`src/rtl/damage_calc.sv`:
```
// Combat-round resolver: scans the shared unit table, sums in-range attack per side and
// applies it to the opposing front unit. Optional critical hits when DAMAGE_CRIT_EN is defined.
module damage_calc #(
  parameter int NUM_UNITS = 8,
  parameter int POS_W     = 8,
  parameter int HP_W      = 8,
  parameter int ATK_W     = 6,
  parameter int RANGE     = 2,
  parameter int MIN_DMG   = 1,
  localparam int ADDR_W   = $clog2(2*NUM_UNITS),
  localparam int SUM_W    = ATK_W + $clog2(NUM_UNITS),
  localparam int E        = 1 + POS_W + HP_W + 2*ATK_W
) (
  input  logic              clk,
  input  logic              reset,
  input  logic              damageSCEN,
  input  logic              damageCalcACK,
  input  logic [POS_W-1:0]  frontPos,
  output logic              memRd,
  output logic [ADDR_W-1:0] memAddr,
  input  logic [E-1:0]      memRdata,
  output logic              damageCalcDone,
  output logic              tgtValidA,
  output logic              tgtValidB,
  output logic [ADDR_W-1:0] tgtIdxA,
  output logic [ADDR_W-1:0] tgtIdxB,
  output logic [SUM_W-1:0]  dmgToA,
  output logic [SUM_W-1:0]  dmgToB,
  output logic [HP_W-1:0]   newHpA,
  output logic [HP_W-1:0]   newHpB,
  output logic              killA,
`ifdef DAMAGE_CRIT_EN
  output logic              killB,
  output logic              critHit
`else
  output logic              killB
`endif
);

  localparam logic [2:0] S_IDLE  = 3'd0;
  localparam logic [2:0] S_SCAN  = 3'd1;
  localparam logic [2:0] S_DRAIN = 3'd2;
  localparam logic [2:0] S_CALC  = 3'd3;
  localparam logic [2:0] S_DONE  = 3'd4;

  localparam int CMP_W = (SUM_W > HP_W) ? SUM_W : HP_W;
  localparam logic [ADDR_W-1:0] LAST_ADDR = ADDR_W'(2*NUM_UNITS - 1);
  localparam logic [ADDR_W-1:0] FIRST_B   = ADDR_W'(NUM_UNITS);

  logic [2:0]        r_state;
  logic [ADDR_W-1:0] r_cnt;
  logic              r_rd_d;
  logic [E-1:0]      r_entry;
  logic              r_entry_vld;
  logic [ADDR_W-1:0] r_acc_idx;
  logic [POS_W-1:0]  r_front;

  logic [SUM_W-1:0]  r_sum_a, r_sum_b;
  logic              r_found_a, r_found_b;
  logic [ADDR_W-1:0] r_fidx_a, r_fidx_b;
  logic [POS_W-1:0]  r_fpos_a, r_fpos_b;
  logic [HP_W-1:0]   r_fhp_a, r_fhp_b;
  logic [ATK_W-1:0]  r_fdef_a, r_fdef_b;

  logic              r_valid_a, r_valid_b;
  logic [ADDR_W-1:0] r_idx_a, r_idx_b;
  logic [SUM_W-1:0]  r_dmg_a, r_dmg_b;
  logic [HP_W-1:0]   r_newhp_a, r_newhp_b;
  logic              r_kill_a, r_kill_b;

  // Entry fields, MSB->LSB {alive, pos, hp, atk, def}
  logic              w_alive;
  logic [POS_W-1:0]  w_pos;
  logic [HP_W-1:0]   w_hp;
  logic [ATK_W-1:0]  w_atk;
  logic [ATK_W-1:0]  w_def;
  logic [POS_W-1:0]  w_dist;
  logic              w_in_range;
  logic              w_is_a;

  assign w_alive    = r_entry[E-1];
  assign w_pos      = r_entry[E-2 -: POS_W];
  assign w_hp       = r_entry[2*ATK_W +: HP_W];
  assign w_atk      = r_entry[ATK_W +: ATK_W];
  assign w_def      = r_entry[0 +: ATK_W];
  assign w_dist     = (w_pos >= r_front) ? (w_pos - r_front) : (r_front - w_pos);
  assign w_in_range = (w_dist <= POS_W'(RANGE));
  assign w_is_a     = (r_acc_idx < FIRST_B);

  assign memRd          = (r_state == S_SCAN);
  assign memAddr        = (r_state == S_SCAN) ? r_cnt : '0;
  assign damageCalcDone = (r_state == S_DONE);

  function automatic logic [SUM_W-1:0] calc_dmg(input logic [SUM_W-1:0] sum,
                                                input logic [ATK_W-1:0] def);
    logic [SUM_W-1:0] d;
    d = SUM_W'(def);
    if (sum == '0)   return '0;
    else if (sum > d) return sum - d;
    else              return SUM_W'(MIN_DMG);
  endfunction

  function automatic logic [HP_W-1:0] calc_hp(input logic [SUM_W-1:0] dmg,
                                              input logic [HP_W-1:0]  hp);
    logic [CMP_W-1:0] d, h;
    d = CMP_W'(dmg);
    h = CMP_W'(hp);
    return (d >= h) ? '0 : HP_W'(h - d);
  endfunction

  logic [SUM_W-1:0] w_base_dmg_a, w_base_dmg_b;
  logic [SUM_W-1:0] w_dmg_a, w_dmg_b;
  logic [HP_W-1:0]  w_newhp_a, w_newhp_b;
  logic             w_crit;

  assign w_base_dmg_a = calc_dmg(r_sum_b, r_fdef_a);
  assign w_base_dmg_b = calc_dmg(r_sum_a, r_fdef_b);

`ifdef DAMAGE_CRIT_EN
  logic [15:0] r_lfsr;
  logic        r_crit;

  // Free-running Fibonacci LFSR, taps 16,14,13,11
  always_ff @(posedge clk or posedge reset) begin
    if (reset) r_lfsr <= 16'hACE1;
    else       r_lfsr <= {r_lfsr[14:0], r_lfsr[15] ^ r_lfsr[13] ^ r_lfsr[12] ^ r_lfsr[10]};
  end

  function automatic logic [SUM_W-1:0] dbl_sat(input logic [SUM_W-1:0] v);
    return v[SUM_W-1] ? '1 : {v[SUM_W-2:0], 1'b0};
  endfunction

  assign w_crit  = (r_lfsr[3:0] == 4'd0);
  assign critHit = r_crit;
`else
  assign w_crit = 1'b0;
`endif

  // NOTE: always_comb assigns every output a default first so no path can infer a latch.
  always_comb begin
    w_dmg_a   = '0;
    w_dmg_b   = '0;
    w_newhp_a = '0;
    w_newhp_b = '0;
    if (r_found_a) begin
`ifdef DAMAGE_CRIT_EN
      w_dmg_a = w_crit ? dbl_sat(w_base_dmg_a) : w_base_dmg_a;
`else
      w_dmg_a = w_base_dmg_a;
`endif
      w_newhp_a = calc_hp(w_dmg_a, r_fhp_a);
    end
    if (r_found_b) begin
`ifdef DAMAGE_CRIT_EN
      w_dmg_b = w_crit ? dbl_sat(w_base_dmg_b) : w_base_dmg_b;
`else
      w_dmg_b = w_base_dmg_b;
`endif
      w_newhp_b = calc_hp(w_dmg_b, r_fhp_b);
    end
  end

  // NOTE: sequential state uses non-blocking assignments so every register samples pre-edge values.
  always_ff @(posedge clk or posedge reset) begin
    if (reset) begin
      r_state     <= S_IDLE;
      r_cnt       <= '0;
      r_rd_d      <= 1'b0;
      r_entry     <= '0;
      r_entry_vld <= 1'b0;
      r_acc_idx   <= '0;
      r_front     <= '0;
    end else begin
      r_rd_d      <= memRd;
      r_entry_vld <= r_rd_d;
      if (r_rd_d) r_entry <= memRdata;
      if (r_entry_vld) r_acc_idx <= r_acc_idx + 1'b1;
      case (r_state)
        S_IDLE: if (damageSCEN) begin
          r_state   <= S_SCAN;
          r_cnt     <= '0;
          r_acc_idx <= '0;
          r_front   <= frontPos;
        end
        S_SCAN: begin
          r_cnt <= r_cnt + 1'b1;
          if (r_cnt == LAST_ADDR) r_state <= S_DRAIN;
        end
        // Two-stage read pipeline: leave once the last entry sits in r_entry
        S_DRAIN: if (!r_rd_d) r_state <= S_CALC;
        S_CALC:  r_state <= S_DONE;
        S_DONE:  if (damageCalcACK) r_state <= S_IDLE;
        default: r_state <= S_IDLE;
      endcase
    end
  end

  // Per-entry accumulation and front-unit tracking; strict compares keep the lowest index on ties
  always_ff @(posedge clk or posedge reset) begin
    if (reset) begin
      r_sum_a <= '0;  r_sum_b <= '0;
      r_found_a <= 1'b0; r_found_b <= 1'b0;
      r_fidx_a <= '0; r_fidx_b <= '0;
      r_fpos_a <= '0; r_fpos_b <= '0;
      r_fhp_a <= '0;  r_fhp_b <= '0;
      r_fdef_a <= '0; r_fdef_b <= '0;
    end else if (r_state == S_IDLE && damageSCEN) begin
      r_sum_a <= '0;  r_sum_b <= '0;
      r_found_a <= 1'b0; r_found_b <= 1'b0;
    end else if (r_entry_vld && w_alive) begin
      if (w_is_a) begin
        if (w_in_range) r_sum_a <= r_sum_a + SUM_W'(w_atk);
        if (!r_found_a || w_pos > r_fpos_a) begin
          r_found_a <= 1'b1;
          r_fidx_a  <= r_acc_idx;
          r_fpos_a  <= w_pos;
          r_fhp_a   <= w_hp;
          r_fdef_a  <= w_def;
        end
      end else begin
        if (w_in_range) r_sum_b <= r_sum_b + SUM_W'(w_atk);
        if (!r_found_b || w_pos < r_fpos_b) begin
          r_found_b <= 1'b1;
          r_fidx_b  <= r_acc_idx;
          r_fpos_b  <= w_pos;
          r_fhp_b   <= w_hp;
          r_fdef_b  <= w_def;
        end
      end
    end
  end

  always_ff @(posedge clk or posedge reset) begin
    if (reset) begin
      r_valid_a <= 1'b0; r_valid_b <= 1'b0;
      r_idx_a   <= '0;   r_idx_b   <= '0;
      r_dmg_a   <= '0;   r_dmg_b   <= '0;
      r_newhp_a <= '0;   r_newhp_b <= '0;
      r_kill_a  <= 1'b0; r_kill_b  <= 1'b0;
`ifdef DAMAGE_CRIT_EN
      r_crit    <= 1'b0;
`endif
    end else if (r_state == S_CALC) begin
      r_valid_a <= r_found_a;
      r_valid_b <= r_found_b;
      r_idx_a   <= r_fidx_a;
      r_idx_b   <= r_fidx_b;
      r_dmg_a   <= w_dmg_a;
      r_dmg_b   <= w_dmg_b;
      r_newhp_a <= w_newhp_a;
      r_newhp_b <= w_newhp_b;
      r_kill_a  <= r_found_a && (w_newhp_a == '0);
      r_kill_b  <= r_found_b && (w_newhp_b == '0);
`ifdef DAMAGE_CRIT_EN
      r_crit    <= w_crit;
`endif
    end
  end

  assign tgtValidA = r_valid_a;
  assign tgtValidB = r_valid_b;
  assign tgtIdxA   = r_idx_a;
  assign tgtIdxB   = r_idx_b;
  assign dmgToA    = r_dmg_a;
  assign dmgToB    = r_dmg_b;
  assign newHpA    = r_newhp_a;
  assign newHpB    = r_newhp_b;
  assign killA     = r_kill_a;
  assign killB     = r_kill_b;

endmodule

```
`config.mk`:
```
export PLATFORM = sky130hd
export DESIGN_NAME = damage_calc
export DESIGN_NICKNAME = d
export VERILOG_FILES = /design/src/rtl/damage_calc.sv
export SDC_FILE = /design/constraint.sdc
export NUM_CORES = 1
export LEC_CHECK = 0
export ABC_AREA = 1
export CAP_MARGIN = 10
export CORE_MARGIN = 10
export CORE_UTILIZATION = 30
export CTS_CLUSTER_SIZE = 20
export DETAILED_ROUTE_END_ITERATION = 7
export DONT_BUFFER_PORTS = 1
export PLACE_DENSITY_LB_ADDON = 0.3
export SKIP_LAST_GASP = 1
export SLEW_MARGIN = 20
export SYNTH_ARGS = -nofsm -noshare
export SYNTH_HDL_FRONTEND = slang
export SYNTH_SLANG_ARGS = --single-unit
```
`constraint.sdc`:
```
create_clock -name clk -period 8.6 [get_ports clk]
set_input_delay 2.15 -clock clk [delete_from_list [all_inputs] [get_ports clk]]
set_output_delay 2.15 -clock clk [all_outputs]
set_load 0.01 [all_outputs]
```
---- After elaboration in Yosys (flattened, before gate mapping) ----
Cells that the tools add are included.
operators by class
  add/subtract/negate cells ............... 10
  $lt $le $gt $ge ......................... 9
  eq/ne operators ......................... 10
  multiplexer cells ....................... 38
  bitwise logic cells ..................... 2
  reduce and logical (&&, ||, !) cells .... 28
operators by type and width
  cell                                                  number
  2-to-1 mux 9 bit                                      14
  2-to-1 mux 8 bit                                      5
  subtractor 8 bit                                      4
  2-to-1 mux 4 bit                                      5
  adder 9 x 6 -> 9 bit                                  2
  greater-or-equal comparator 9 x 8 -> 1 bit            2
  greater-than comparator 9 x 6 -> 1 bit                2
  zero test 9 bit                                       2
  subtractor 9 x 6 -> 9 bit                             2
  zero test 8 bit                                       2
  case mux 3 bit (5 select lines)                       1
  2-to-1 mux 3 bit                                      4
  AND reduction 3 bit                                   4
  AND reduction 4 bit                                   3
  nonzero test 2 bit                                    6
  adder 4 x 1 -> 4 bit (second input constant)          2
  greater-or-equal comparator 8 bit                     1
  greater-than comparator 8 bit                         1
  <= comparator 8 x 2 -> 1 bit (second input constant)  1
  less-than comparator 8 bit                            1
  2-to-1 mux 1 bit                                      8
  case mux 4 bit (2 select lines)                       1
  equality test 3 x 2 -> 1 bit (second input constant)  2
  inequality test 2 bit (second input constant)         3
  other kinds (11)                                      19
word-level totals
  bits in registers ....................... 168
  bits of input ports ..................... 41
  output and inout bits ................... 52
  logic and storage cells ................. 126

---- Logic depth before layout (Yosys ltp) ----
Gate-level depths: netlist of the first run.
  depth in word-level cells ............... 8
  mapped depth ............................ 28
  mapped depth without buffers ............ 27

---- Worst setup path after synthesis of the first run ----
OpenSTA, ideal clock, no wires.
  path kind ............................... reg2out
  from .................................... register r_state[1]
  to ...................................... output port memAddr[0]
  arrival time ............................ 1490 ps
  path slack .............................. 4960 ps
  stages on the path, launching flop included .. 4
  buffers on the path ..................... 0
  path through ............................ dfrtp_1 > nor3_1 > clkinv_1 > nor2_1
on the way
  word-level cells in the longest chain between the ends .. 2
ends and longest elaborated chain
  element                       RTL line  source
  start, declared               50        logic [2:0] r_state;
  start signal, assigned        166       r_state <= S_IDLE;
  start signal, assigned        180       r_state <= S_SCAN;
  start signal, assigned        187       if (r_cnt == LAST_ADDR) r_state <= S_DRAIN;
  equality test 3 x 1 -> 1 bit  n/a
  named net memRd               19        output logic memRd,
  2-to-1 mux 4 bit              91        assign memAddr = (r_state == S_SCAN) ? r_cnt : '0;
  end, declared                 20        output logic [ADDR_W-1:0] memAddr,
The timed path passes the listed nets, and every way through them passes these cells.

---- Worst setup path after layout of the first run ----
  from .................................... register r_state[1]
  to ...................................... output port memAddr[1]
Same word-level chain as after synthesis.

==> results.md, run 1 <==
- Count of final setup violators: 0
- Unrepaired setup endpoints after global routing: no
- Ys flop type: dfrtp_1
- CTS tree: yes
- Boundary Pins: 93
- Post-synth EDFFs: 0
- Adder-cell share of the synthesized area: 11.75%
- Top-count cell post-synth: nand2_1
- Worst Path Required: 6.45 ns
- CTS buffer count: 17
- Fin crit share: 51.61%
- Area share of and/or/nand/nor cells after synthesis: 23.43%
- Iter 0 DRT Violations: 566
- Arrival time at the worst endpoint: 2.29 ns
- Total iterations of the first detailed-routing run: 7
- Hold Path Class: register to register
- Post-synthesis xor/xnor area fraction: 2.997%
- Pre-CTS setup slack: 4.603 ns
- Clk buf depth: 2
- Layout cell share with drive strength beyond 1: 7.636%
- Antenna Nets Post-Route: 0
- DRC errors left: 0
- CP endpoint kind: output pin
- Initial core utilization: 30.45%
- Most common library cells after synthesis: nand2_1 (360), inv_1 (215), dfrtp_1 (168), o21ai_0 (127), ha_1 (86)
- Via density: 4.589
- WL final: 27.65 mm
- Overflow after GRT: 0
- Max-slew violation total from the final report: 0
- Rows: 68
- Compound-gate portion of the synthesized area: 11.52%
- Crit Path Max Fanout: 9
- Multiplexer share of the synthesized area: 0.6422%
- Largest family of logic cells by synthesized area: simple AND/OR/NAND/NOR gates
- Post-cts resize count: 0
- Final min period: 4.438 ns
- Antenna violations before repair: 2
- Max-cap viol count: 0
- CORE AREA: 0.03454 mm2
- Worst-Margin Slew: 0.8165 ns
- Die footprint: 0.04296 mm2
- Async set-reset flop share out of synthesis: 100.0%
- Mapped Cells: 1359
- Die W: 207.3 um
- Nature of the critical path startpoint: register
- Postcts setup bufs: 0
- Critical path class: register to output pin
- First-pass GRT wire length: 45.68 mm
- Yosys cell types: 49
- Outcome: complete, no violations
- CTS Root Cell: clkbuf_16
- Placer congestion estimate: 0.8739
- Highest Clock Rate: 225.3 MHz
- Syn_area_per_cell: 7.741 um2
- Worst-skew pair later-pin latency: 0.45 ns
- Top post-synthesis cells by area: dfrtp_1 (40%), nand2_1 (13%), ha_1 (10%)
- Yosys Warn Count: 0
- Nets: 1484
- Setup ws final: 4.162 ns
- Count of buffers from port buffering: 0
- Syn Nets: 1494
- Area Overhead vs Synth: 9.943%
- Die height: 207.3 um
- Post-Route Skew: 0.01148 ns
- Vias in the first global route: 8141
- # fillers: 3738
- Synth Register Bits: 168
- Cell Area, Synth: 0.01052 mm2
- Pin count of the biggest net entering global routing: 65
- Total track usage: 13.09%
- Placed cells: 1785
- Clock transition at path regs: 0.07 ns
- H-tree levels: 4
- Vias: 8342
- Final cell count without fillers: 1818
- Post-synth top area share: 39.96%
- Area leader, netlist: dfrtp_1
- Final hold violations: 0
- Headroom to the max-slew limit: 45.57%
- Seq/Total Area, Yosys: 39.96%
- Clock Sinks: 168
- Routed wire length per instance: 15.21 um
- Post-CTS Hold Fix Bufs: 0
- Post-Route Setup TNS: 0 ns
- Dpl hpwl: 21.16 mm
## path summary, 6_finish.rpt
kind / from / to / slack, ns / cells past startpoint
max in group asynchronous: reset / r_entry[14] / 5.80 / 2
min in group asynchronous: reset / newHpB[5] / 1.59 / 1
max: r_state[1] / memAddr[1] / 4.16 / 3
min reg2reg: r_fidx_b[3] / r_fidx_b[3] / 0.48 / 2
min: r_fidx_b[3] / r_fidx_b[3] / 0.48 / 2
max reg2reg: r_sum_a[2] / killB / 4.97 / 23
## registers in the layout, summed over array words and instances, names as in the netlist, 3 cells and up
signal     flops
tgtIdxA        4
r_sum_b        9
r_fdef_a       6
r_acc_idx      4
r_fidx_a       4
r_front        8
r_sum_a        9
newHpB         8
r_fhp_a        8
r_entry       29
r_fidx_b       4
r_fpos_a       8
r_cnt          4
dmgToB         9
r_fhp_b        8
tgtIdxB        4
r_fdef_b       6
r_fpos_b       8
r_state        3
dmgToA         9
newHpA         8
## kinds of logic after synthesis
logic type | Yosys count
compound gates | 223
xor+xnor | 36
fa+ha+maj | 94
buf+inv | 261
flops | 168
mux | 6
simple gates | 571
## worst max-delay path, cell delays in order, from the launching register on
cell	delay [ns]
dfrtp_1	0.45
nor3_1	0.65
clkinv_1	0.44
nor2_1	0.30
## area by class of cell
| type | count | area, um2 | area share (%) |
|---|---|---|---|
| diodes | 1 | 2.502 | 0.02164 |
| clock buffers | 19 | 452.9 | 3.916 |
| clock inverters | 13 | 133.9 | 1.158 |
| inverters | 226 | 853.3 | 7.378 |
| multi-input cells | 930 | 5301 | 45.84 |
| flip-flops and latches | 168 | 4208 | 36.38 |
| well taps | 455 | 569.3 | 4.922 |
| repair buffers | 6 | 45.04 | 0.3894 |
## metrics by stage
| step | area [um2] | hold slack [ns] | utilization [%] |
|---|---|---|---|
| floorplan | 10520 | 0.3519 | - |
| CTS | 11560 | 0.4795 | 33.47 |
| finish | 11570 | 0.4817 | 33.48 |
| detailed placement | 10970 | 0.4621 | 31.77 |
| global route | 11570 | 0.5102 | 33.48 |
| global placement | 10970 | 0.4583 | 31.77 |
## routing by layer
layer	track usage [%]	wire, um	vias up
li1	-	-	4292
met1	18.53	14140	3883
met2	18.96	11690	144
met3	3.806	1409	21
met4	3.261	394	2
met5	0	13	-
## cells in the final DEF, fill, tap and decap left out, types with 3 or more instances in the layout
cell type,count
nand4_1,11
mux2_2,6
nor2_2,3
inv_6,5
xor2_1,31
inv_1,214
or2_2,12
clkbuf_16,17
o31ai_1,10
inv_2,8
a21oi_1,58
nand2_2,24
nor3_1,10
ha_1,86
o211ai_1,6
nand2_1,360
clkinv_1,3
buf_4,6
xnor2_1,5
clkinv_4,4
nand3_1,71
o21ai_0,127
dfrtp_1,167
fa_1,8
nor2_1,64
o21a_1,3
clkinvlp_4,3
nand3_2,4
a21o_1,6
Power of run 1 is not shown: default switching activity piles up to over one toggle a cycle in this logic, so the estimate is an artifact.
==> run 2: changes to the inputs <==
==> constraint.sdc (replaced) <==
create_clock -name clk -period 3.94 [get_ports clk]
set_input_delay 0.985 -clock clk [delete_from_list [all_inputs] [get_ports clk]]
set_output_delay 0.985 -clock clk [all_outputs]
set_load 0.01 [all_outputs]
==> results.md, run 2 (synthesis results as in run 1) <==
- Hold Path Origin: r_fidx_b[3]
- Reg2reg path depth: 20
- Critical path class: register to register
- CORE AREA: 0.03454 mm2
- Unrepaired setup endpoints after global routing: no
- Outcome: complete, no violations
- CTS buffer count: 17
- Most flop-heavy register: r_entry
- Crit path launch: r_sum_b[4]
- Dpl hpwl: 20.55 mm
- Post-Route Setup TNS: 0 ns
- Clock Sinks: 168
- FF-to-FF setup slack: 0.46 ns
- H-tree levels: 4
- CTS Root Cell: clkbuf_16
- Finished Core Util: 33.62%
- Worst-Margin Slew: 1.048 ns
- Antenna violations before repair: 2
- Final min period: 3.475 ns
- Crit Path Max Fanout: 6
- Hold Path Class: register to register
- Vias in the first global route: 8153
- Nets: 1487
- Total track usage: 12.93%
- Count of buffers from port buffering: 0
- Vias: 8379
- Die footprint: 0.04296 mm2
- Initial core utilization: 30.45%
- Worst-skew pair later-pin latency: 0.44 ns
- CP endpoint kind: register
- WHS Path Cells: 2
- DRC errors left: 0
- Rows: 68
- Boundary Pins: 93
- Die W: 207.3 um
- Die height: 207.3 um
- Hold EP: r_fidx_b[3]
- Max reg flops: 29
- Pin count of the biggest net entering global routing: 169
- Layout cell share with drive strength beyond 1: 7.766%
- Post-CTS Hold Fix Bufs: 0
- Post-Route Skew: 0.01336 ns
- Max-slew violation total from the final report: 0
- Headroom to the max-slew limit: 30.13%
- Worst Path Required: 4.32 ns
- Count of final setup violators: 0
- Total iterations of the first detailed-routing run: 5
- Routed wire length per instance: 15.16 um
- Commonest non-fill, non-tap cell in the layout: nand2_1
- Antenna Nets Post-Route: 0
- Worst R2R End: killA
- Clock transition at path regs: 0.07 ns
- Iter 0 DRT Violations: 451
- Placer congestion estimate: 0.8961
- Most frequent cells in the layout: nand2_1 (360), inv_1 (214), dfrtp_1 (167), o21ai_0 (127), ha_1 (85)
- Overflow after GRT: 0
- Fin crit share: 88.20%
- Final hold violations: 0
- WL final: 27.61 mm
- Arrival time at the worst endpoint: 3.85 ns
- Via density: 4.601
- RR Startpoint: r_sum_b[4]
- Nature of the critical path startpoint: register
- Max-cap viol count: 0
- Clk buf depth: 2
- Area Overhead vs Synth: 10.41%
- Highest Clock Rate: 287.8 MHz
- CTS tree: yes
- First-pass GRT wire length: 45.57 mm
==> run 2: layout make-up <==
cell class / count / area, um2
flip-flops and latches: 168 / 4205
well taps: 455 / 569.3
clock buffers: 20 / 446.7
multi-input cells: 930 / 5304
inverters: 226 / 852.1
repair buffers: 9 / 92.59
clock inverters: 12 / 142.6
fillers: 3752 / 22930
diodes: 1 / 2.502
==> run 2: critical path, stage by stage (launching register included) <==
cell and delay [ns]:
dfrtp_1 0.42, ha_1 0.37, inv_1 0.09, nor3_1 0.24, nand4_1 0.14, nand3_1 0.22
inv_1 0.11, nand2_1 0.19, inv_1 0.06, ha_1 0.35, nand2_1 0.08, o21ai_0 0.25
nand3_1 0.11, nand2_1 0.09, xor2_1 0.22, inv_1 0.06, o21ai_0 0.15, nand2_1 0.07
inv_1 0.05, nand3_1 0.06, nand2_1 0.06
==> run 2: worst max path at each step <==
stage | endpoint | slack (ns) | depth (start not counted)
5_1_grt | killA | 0.03 | 20
4_1_cts | killA | 0.47 | 20
3_3_place_gp | killB | 0.53 | 21
6_report | killA | 0.46 | 20
2_1_floorplan | dmgToA[0] | 0.81 | 1
3_5_place_dp | killA | 0.51 | 20
==> run 2: repair_timing <==
| item | CTS | global route |
|---|---|---|
| hold endpoints to repair | 0 | 0 |
| gates resized for setup | 0 | 1 |
| setup buffers | 0 | 0 |
| setup endpoints to repair | 0 | 1 |
==> run 2: layer usage <==
metal / GRT usage [%] / up-vias / wire length (um)
met5: 0 / - / 13
met3: 3.715 / 22 / 1620
li1: - / 4295 / -
met2: 19.67 / 150 / 12110
met4: 3.462 / 2 / 327
met1: 17.49 / 3910 / 13540
==> run 2: through the flow <==
step / hold WS [ns] / setup slack, ns / cell area, um2 / instances
after global placement: 0.4349 / 0.5331 / 11020 / 1788
final: 0.4549 / 0.4650 / 11610 / 1821
after floorplan: 0.3519 / 0.8143 / 10520 / 1359
after CTS: 0.4601 / 0.4712 / 11610 / 1820
after global routing: 0.5106 / 0.03383 / 11610 / 1821
after detailed placement: 0.4421 / 0.5060 / 11020 / 1788
Power of run 2 is left out for the same reason.
==> run 3: changes to the inputs <==
--- a/config.mk
+++ b/config.mk
@@ -7,6 +7,7 @@
 export LEC_CHECK = 0
 export ABC_AREA = 1
 export CAP_MARGIN = 10
+export CORE_ASPECT_RATIO = 1.1
 export CORE_MARGIN = 10
 export CORE_UTILIZATION = 30
 export CTS_CLUSTER_SIZE = 20
==> results.md, run 3 (synthesis results as in run 1) <==
- Overflow after GRT: 0
- CTS Root Cell: clkbuf_16
- Clock transition at path regs: 0.08 ns
- Most frequent cells in the layout: nand2_1 (360), inv_1 (214), dfrtp_1 (167), o21ai_0 (126), ha_1 (86)
- # fillers: 3626
- Die footprint: 0.04297 mm2
- Fin crit share: 88.93%
- DRC errors left: 0
- Rows: 71
- Die height: 216.4 um
- Placer congestion estimate: 0.8805
- Dpl hpwl: 21.01 mm
- Met3 Track Usage GR: 3.983%
- Post-Route Setup TNS: 0 ns
- Hold Path Class: input port to async pin
- Worst-skew pair later-pin latency: 0.44 ns
- Final min period: 3.504 ns
- Max reg flops: 29
- Crit Path Max Fanout: 5
- Met2 Track Usage GR: 20.85%
- Worst Path Required: 4.31 ns
- Setup ws final: 0.4363 ns
- CORE AREA: 0.03438 mm2
- Final hold violations: 0
- WL final: 27.49 mm
- Post-Route Skew: 0.01339 ns
- Most flop-heavy register: r_entry
- Max-cap viol count: 0
- Nets: 1487
- Area Overhead vs Synth: 9.859%
- Arrival time at the worst endpoint: 3.87 ns
- Pin count of the biggest net entering global routing: 80
- RR Startpoint: r_sum_b[1]
- Max-slew violation total from the final report: 0
- Iter 0 DRT Violations: 539
- ANT cells: 0
- Via density: 4.639
- Grt met1 use: 16.63%
- Vias in the first global route: 8403
- Die W: 198.5 um
- Finished Core Util: 33.62%
- Hold_ws: 0.4527 ns
- Worst-Margin Slew: 1.037 ns
- Total iterations of the first detailed-routing run: 5
- FF-to-FF setup slack: 0.44 ns
- Count of final setup violators: 0
- Postcts setup bufs: 0
- Total track usage: 13.08%
- Pre-CTS setup slack: 0.5334 ns
- Routed wire length per instance: 15.25 um
- Post-CTS Hold Fix Bufs: 0
- Clk buf depth: 2
- Antenna Nets Post-Route: 0
- Outcome: complete, no violations
- Initial core utilization: 30.60%
- H-tree levels: 4
- CTS tree: yes
- Vias: 8365
- CTS buffer count: 17
- First-pass GRT wire length: 44.98 mm
- Reg2reg path depth: 22
- Layout cell share with drive strength beyond 1: 7.839%
- Unrepaired setup endpoints after global routing: no
- Nature of the critical path startpoint: register
- Grt peak-use layer: met2
- Count of buffers from port buffering: 0
- CP endpoint kind: register
- Critical path class: register to register
- Worst R2R End: killA
- Post-cts resize count: 0
- Antenna violations before repair: 3
- Clock Sinks: 168
- Highest Clock Rate: 285.4 MHz
- Commonest non-fill, non-tap cell in the layout: nand2_1
- Headroom to the max-slew limit: 30.85%
- Boundary Pins: 93
## run 3: worst max-delay path: stages (launching register included)
cell	delay (ns)
dfrtp_1	0.49
ha_1	0.39
nand2_1	0.06
nor2_1	0.14
nand3_1	0.09
nand3_1	0.10
nand2_1	0.06
o21ai_0	0.38
inv_1	0.09
ha_1	0.21
inv_1	0.09
fa_1	0.23
inv_1	0.06
nor2_1	0.12
o21ai_0	0.10
nand2_1	0.10
xor2_1	0.25
inv_1	0.06
o21ai_0	0.15
nand2_1	0.07
inv_1	0.06
nand3_1	0.07
nand2_1	0.06
## run 3: routing by layer
metal / wire length, um / part of all wire (%)
met4: 507 / 1.8
met1: 12800 / 47
met5: 34 / 0.12
met2: 12350 / 45
met3: 1803 / 6.6
## run 3: worst max path at each step
stage	from	to	slack, ns
2_1_floorplan	reset	dmgToA[0]	0.81
3_5_place_dp	r_sum_b[4]	killA	0.53
5_1_grt	r_sum_b[4]	killA	0.01
4_1_cts	r_sum_b[1]	killA	0.44
6_report	r_sum_b[1]	killA	0.44
3_3_place_gp	r_sum_b[1]	killA	0.56
## run 3: cell type report
cell class | count | area, um2 | area share [%]
clock inverter | 15 | 132.6 | 1.148
sequential | 168 | 4205 | 36.39
inverter | 226 | 852.1 | 7.373
clock buffer | 17 | 425.4 | 3.681
timing repair buffer | 9 | 92.59 | 0.8011
tap | 438 | 548.0 | 4.742
multi-input combinational | 930 | 5301 | 45.87
## run 3: metrics by stage
step | area [um2] | std cells
final | 11560 | 1803
after floorplan | 10520 | 1359
after detailed placement | 11000 | 1771
after CTS | 11560 | 1803
after global placement | 11000 | 1771
after global routing | 11560 | 1803
Power of run 3 is left out for the same reason.
